==> src/rtl/wb_ic_pkg.sv <==
// Shared types and constants for the krake Wishbone interconnect (wb_interconnect).
package wb_ic_pkg;

  typedef enum logic [1:0] {
    IDLE = 2'd0,
    BUSY = 2'd1,
    RESP = 2'd2
  } state_t;

  // Read data returned on decode errors and timeouts; sliced to DW by users.
  localparam logic [63:0] DEAD_DATA = '1;

  // Layout of the fault register byte.
  localparam int FAULT_TO_BIT  = 7;
  localparam int FAULT_DEC_BIT = 6;
  localparam int FAULT_SEL_LSB = 0;

  function automatic int cnt_width(input int timeout);
    return $clog2(timeout + 1);
  endfunction

endpackage

==> src/rtl/wb_ic_fault_log.sv <==
// Sticky fault flags and last faulting select for wb_interconnect.
// Only instantiated when WB_FAULT_LOG_EN is defined.
module wb_ic_fault_log
  import wb_ic_pkg::*;
(
  input  logic       clk_i,
  input  logic       rst_i,
  input  logic       log_timeout,
  input  logic       log_decode,
  input  logic       clear,
  input  logic [3:0] fault_sel,
  output logic [7:0] rdata
);

  logic       to_sticky;
  logic       dec_sticky;
  logic [3:0] last_sel;

  // A write clears everything; otherwise each fault event sets its flag and records the select.
  always_ff @(posedge clk_i or posedge rst_i) begin
    if (rst_i) begin
      to_sticky  <= 1'b0;
      dec_sticky <= 1'b0;
      last_sel   <= '0;
    end else if (clear) begin
      to_sticky  <= 1'b0;
      dec_sticky <= 1'b0;
      last_sel   <= '0;
    end else begin
      if (log_timeout) to_sticky <= 1'b1;
      if (log_decode) dec_sticky <= 1'b1;
      if (log_timeout || log_decode) last_sel <= fault_sel;
    end
  end

  always_comb begin
    rdata                      = '0;
    rdata[FAULT_TO_BIT]        = to_sticky;
    rdata[FAULT_DEC_BIT]       = dec_sticky;
    rdata[FAULT_SEL_LSB +: 4]  = last_sel;
  end

endmodule

==> src/rtl/wb_interconnect.sv <==
// Registered single-master, N-slave Wishbone router with per-transaction watchdog.
// Optional internal fault register at select FAULT_SEL, enabled by macro WB_FAULT_LOG_EN.
module wb_interconnect
  import wb_ic_pkg::*;
#(
  parameter int               NUM_SLAVES = 12,
  parameter int               DW         = 8,
  parameter int               AW         = 8,
  parameter int               SEL_W      = 4,
  parameter int               TIMEOUT    = 15,
  parameter logic [SEL_W-1:0] FAULT_SEL  = SEL_W'(15)
) (
  input  logic                     clk_i,
  input  logic                     rst_i,
  input  logic                     m_stb_i,
  input  logic                     m_we_i,
  input  logic [AW-1:0]            m_adr_i,
  input  logic [DW-1:0]            m_dat_i,
  output logic [DW-1:0]            m_dat_o,
  output logic                     m_ack_o,
  output logic                     m_err_o,
  output logic [NUM_SLAVES-1:0]    s_stb_o,
  output logic                     s_we_o,
  output logic [AW-SEL_W-1:0]      s_adr_o,
  output logic [DW-1:0]            s_dat_o,
  input  logic [NUM_SLAVES*DW-1:0] s_dat_i,
  input  logic [NUM_SLAVES-1:0]    s_ack_i
);

  localparam int CW = cnt_width(TIMEOUT);

  state_t           state;
  state_t           state_nxt;
  logic [SEL_W-1:0] m_sel;
  logic [SEL_W-1:0] sel_q;
  logic [CW-1:0]    cnt;
  logic             err_q;
  logic             req_valid;
  logic             req_fault;
  logic             ack_hit;
  logic             timeout_hit;
  logic [DW-1:0]    ack_data;
  logic [7:0]       fault_rdata;

  assign m_sel = m_adr_i[AW-1:AW-SEL_W];

`ifdef WB_FAULT_LOG_EN
  localparam bit FAULT_LOG_EN = 1'b1;

  logic       log_timeout;
  logic       log_decode;
  logic       log_clear;
  logic [3:0] log_sel;

  assign log_timeout = (state == BUSY) && !ack_hit && timeout_hit;
  assign log_decode  = (state == IDLE) && m_stb_i && !req_fault && !req_valid;
  assign log_clear   = (state == IDLE) && m_stb_i && req_fault && m_we_i;
  assign log_sel     = (state == BUSY) ? 4'(sel_q) : 4'(m_sel);

  wb_ic_fault_log u_fault_log (
    .clk_i       (clk_i),
    .rst_i       (rst_i),
    .log_timeout (log_timeout),
    .log_decode  (log_decode),
    .clear       (log_clear),
    .fault_sel   (log_sel),
    .rdata       (fault_rdata)
  );
`else
  localparam bit FAULT_LOG_EN = 1'b0;

  assign fault_rdata = '0;
`endif

  // Request decode and response detection; s_stb_o is one-hot, so masking acks with it
  // ignores acks from slaves that are not being addressed.
  always_comb begin
    req_fault   = FAULT_LOG_EN && (m_sel == FAULT_SEL);
    req_valid   = int'(m_sel) < NUM_SLAVES;
    ack_hit     = |(s_ack_i & s_stb_o);
    timeout_hit = (cnt == CW'(TIMEOUT - 1));
    ack_data    = '0;
    for (int k = 0; k < NUM_SLAVES; k++) begin
      if (s_stb_o[k]) ack_data |= s_dat_i[k*DW +: DW];
    end
  end

  always_ff @(posedge clk_i or posedge rst_i) begin
    if (rst_i) state <= IDLE;
    else       state <= state_nxt;
  end

  always_comb begin
    state_nxt = state;
    case (state)
      IDLE: begin
        if (m_stb_i) state_nxt = (req_valid && !req_fault) ? BUSY : RESP;
      end
      BUSY: begin
        if (ack_hit || timeout_hit) state_nxt = RESP;
      end
      RESP:    state_nxt = IDLE;
      default: state_nxt = IDLE;
    endcase
  end

  always_comb begin
    s_stb_o = '0;
    m_ack_o = 1'b0;
    m_err_o = 1'b0;
    case (state)
      BUSY: begin
        for (int k = 0; k < NUM_SLAVES; k++) s_stb_o[k] = (sel_q == SEL_W'(k));
      end
      RESP: begin
        m_ack_o = !err_q;
        m_err_o = err_q;
      end
      default: ;
    endcase
  end

  // Request latching, watchdog counter and response data; ack wins over a same-cycle timeout.
  always_ff @(posedge clk_i or posedge rst_i) begin
    if (rst_i) begin
      sel_q   <= '0;
      cnt     <= '0;
      err_q   <= 1'b0;
      m_dat_o <= '0;
      s_we_o  <= 1'b0;
      s_adr_o <= '0;
      s_dat_o <= '0;
    end else begin
      case (state)
        IDLE: begin
          if (m_stb_i) begin
            sel_q   <= m_sel;
            cnt     <= '0;
            s_we_o  <= m_we_i;
            s_adr_o <= m_adr_i[AW-SEL_W-1:0];
            s_dat_o <= m_dat_i;
            if (req_fault) begin
              err_q   <= 1'b0;
              m_dat_o <= DW'(fault_rdata);
            end else if (!req_valid) begin
              err_q   <= 1'b1;
              m_dat_o <= DEAD_DATA[DW-1:0];
            end else begin
              err_q   <= 1'b0;
            end
          end
        end
        BUSY: begin
          cnt <= cnt + 1'b1;
          if (ack_hit) begin
            err_q   <= 1'b0;
            m_dat_o <= ack_data;
          end else if (timeout_hit) begin
            err_q   <= 1'b1;
            m_dat_o <= DEAD_DATA[DW-1:0];
          end
        end
        default: cnt <= '0;
      endcase
    end
  end

endmodule

==> config.mk <==
export PLATFORM = sky130hd
export DESIGN_NAME = wb_interconnect
export DESIGN_NICKNAME = d
export VERILOG_FILES = /design/src/rtl/wb_ic_pkg.sv /design/src/rtl/wb_ic_fault_log.sv /design/src/rtl/wb_interconnect.sv
export SDC_FILE = /design/constraint.sdc
export NUM_CORES = 1
export LEC_CHECK = 0
export BUFFER_PORTS_ARGS = -buffer_cell sky130_fd_sc_hd__clkbuf_2
export CAP_MARGIN = 20
export CELL_PAD_IN_SITES_DETAIL_PLACEMENT = 0
export CELL_PAD_IN_SITES_GLOBAL_PLACEMENT = 1
export CORE_ASPECT_RATIO = 0.75
export CORE_MARGIN = 5
export CORE_UTILIZATION = 28
export DETAILED_ROUTE_END_ITERATION = 6
export GPL_TIMING_DRIVEN = 0
export PLACE_DENSITY = 0.89
export SLEW_MARGIN = 20
export SYNTH_ARGS = -nofsm -noshare
export SYNTH_HDL_FRONTEND = slang
export SYNTH_SLANG_ARGS = --single-unit
==> constraint.sdc <==
create_clock -name clk_i -period 2.2 [get_ports clk_i]
set_input_delay 0.11 -clock clk_i [delete_from_list [all_inputs] [get_ports clk_i]]
set_output_delay 0.11 -clock clk_i [all_outputs]
set_load 0.01 [all_outputs]
==> run summary <==
drt initial violations: 191
met3 Use GR: 4.11%
CTS buffer count: 5
ys async rst share: 100%
Synth area leaders: dfrtp_1 (38%), a22oi_1 (14%), mux2_2 (9.1%), o32a_1 (3.8%), and3_1 (3.6%)
synth cell count leaders: a22oi_1 (39), dfrtp_1 (32), mux2_2 (17)
Max VDD drop: 0.472 mV
Avg Vias per Cell: 5.33
IO Count: 163
fin nets: 516
Min-Delay Path Class: in2reg
Max H-tree Level: 2
R2R setup slack: 0.03 ns
Die ar.: 9410 sq um
Top FF cell, synth: dfrtp_1
Fin. Hold Viols: 0
core area: 7360 sq um
CP startpoint: state[1]
pre-CTS setup slack: -0.451 ns
final setup violation count: 1
Reg2Reg Launch Point: state[1]
M2 GR Usage: 30.3%
GRT Residual Overflow: 0
max frequency: 0.450 GHz
Synth top area share: 37.9%
wire per inst: 19.3 um
syn avg cell area: 9.93 sq um
Diodes inserted: 0
Final period util: 101%
Area Overhead vs Synth: 55.1%
Total GRT Usage: 19.6%
hold path startpoint: m_adr_i[4]
CTS tree: built
area of the multi-input gates: 1330 sq um
Sequential cell area: 803 sq um
run status: finished with violations
Post-synth EDFFs: 0
# port buffers: 162
Post-Syn Area: 2110 sq um
Yosys reg bits: 32
Cell Rows: 27
ANT nets after route: 0
top-count cell post-synth: a22oi_1
relative slew slack: 52.3%
YS warnings: 0
Fillers: 804
Yosys cell types: 44
Final WS setup: -0.0213 ns
GR Layer Usage met1: 27.6%
Leakage: 1.65 nW
worst slew pin tran: 0.714 ns
CP Max Fanout: 10
share of layout cells above drive strength 1: 57.3%
Clock Path Buffers: 2
first-pass GRT wire length: 14200 um
via total after detailed routing: 2596
nature of the critical path endpoint: primary output
Worst EP arrival: 2.11 ns
die height: 85.3 um
syn_nets: 343
Hold Slack: 0.0303 ns
startpoint types: register
maxcap violations: 0
DRT Wirelength: 9380 um
CTS Root Cell: clkbuf_8
clock latency on the worst-skew pair: 0.28 ns
Pwr Density: 1070 nW/um^2
via count of the first global-routing pass: 2610
final core occ: 44.5%
fin crit period: 2.22 ns
largest net degree at the start of global routing: 33
Yosys top cell by area: dfrtp_1
Pre-antenna DRT Iters: 4
post-DP HPWL: 7350 um
Req. time, crit path: 2.09 ns
gp weighted congestion: 0.899
Crit Path Category: reg2out
grt peak-use layer: met2
fin. max-slew vios: 0
post-synthesis sequential area ratio: 37.9%
initial core utilization: 28.7%
initial antenna violation count: 0
Die W: 110 um
clock sinks: 32
Final Skew: 0.00178 ns
Reg clk slew, reported paths: 0.07 ns
RSZ-0062 raised after global routing: true
synthesized instance count: 213
failing checks: setup timing
Residual DRC: 0
-- critical path: stages, from the launching register on --
cell and delay, ns:
dfrtp_2 0.45, buf_2 0.21, nand4bb_1 0.35, nor2_2 0.56
clkbuf_2 0.25
-- state kept, by name (all words and copies together) (netlist names) --
name and flops:
sel_q 4, s_dat_o 8, s_adr_o 4, err_q 1, m_dat_o 8, s_we_o 1, state 2, cnt 4
-- through the flow --
step	std cells	TNS [ns]	power [mW]	area, sq um
2_1_floorplan	213	0	2.22	2110
3_3_place_gp	476	-0.654	2.86	3050
3_5_place_dp	476	-0.766	2.92	3050
4_1_cts	485	-0.180	3.45	3200
5_1_grt	487	-0.153	3.78	3280
6_report	487	-0.0213	3.51	3280
-- worst paths after layout --
kind                       cells after the start          to
min                                            3    sel_q[0]
max reg2reg                                    6  m_dat_o[3]
min reg2reg                                    1  m_dat_o[3]
max                                            4  s_stb_o[8]
min in group asynchronous                      3  m_dat_o[3]
max in group asynchronous                      3    state[1]
-- metal layers --
layer  wire [um]  vias up
met2        4410      124
li1            -     1193
met1        3940     1267
met3         906       12
met5           0        -
met4         122        0
-- cells in the final DEF, fill, tap and decap left out, types with 2 or more instances in the layout --
cell / synthesis / routed
buf_6: 2 / 2
ha_1: 2 / 2
buf_2: 4 / 3
nor3_2: 1 / 2
dfrtp_1: 32 / 30
buf_4: 0 / 4
nor3b_1: 4 / 4
clkbuf_8: 0 / 5
nor2_2: 1 / 8
a21oi_1: 2 / 2
nor2_1: 14 / 6
nand3_1: 9 / 9
o32a_1: 8 / 8
and2_1: 2 / 2
clkbuf_1: 5 / 5
dfrtp_2: 0 / 2
mux2i_1: 4 / 4
mux2_2: 17 / 17
and3_1: 12 / 12
nand2_1: 13 / 13
a2111oi_2: 0 / 3
a31oi_1: 2 / 2
a32oi_1: 2 / 2
inv_1: 5 / 4
nand2b_1: 2 / 2
a22oi_1: 39 / 39
clkbuf_2: 0 / 162
nand4_1: 4 / 4
-- cell type report --
cell class / instances / share of cell area [%]
multi-input cells: 165 / 40.6
plain buffers: 10 / 1.83
clock buffers: 6 / 2.21
clock inverters: 1 / 0.153
inverters: 5 / 0.572
well taps: 101 / 3.85
repair buffers: 167 / 26.3
flip-flops and latches: 32 / 24.5
-- timing repair --
action	in CTS	in global routing
pin swaps	1	0
hold buffers	1	0
resized for setup	12	15
endpoints found under the setup margin	12	16
setup buffers	1	3
hold endpoints to repair	32	0
-- logic make-up (layout without fill, tap and decap cells) --
family | after synthesis | count (layout) | synth area share (%)
xor+xnor | 2 | 2 | 0.829
simple gates | 76 | 76 | 20.8
compound gates | 64 | 64 | 24.6
flops | 32 | 32 | 37.9
buf+inv | 16 | 189 | 3.79
mux | 21 | 21 | 10.9
fa+ha+maj | 2 | 2 | 1.18
-- where the power goes --
| part | leakage, nW | switching [mW] | internal [mW] |
|---|---|---|---|
| registers | 0.375 | 0.199 | 0.873 |
| logic | 1.23 | 1.07 | 0.942 |
| clock network | 0.0410 | 0.216 | 0.215 |
| total | 1.65 | 1.48 | 2.03 |
Note: power is estimated with default switching activity, not from simulation.
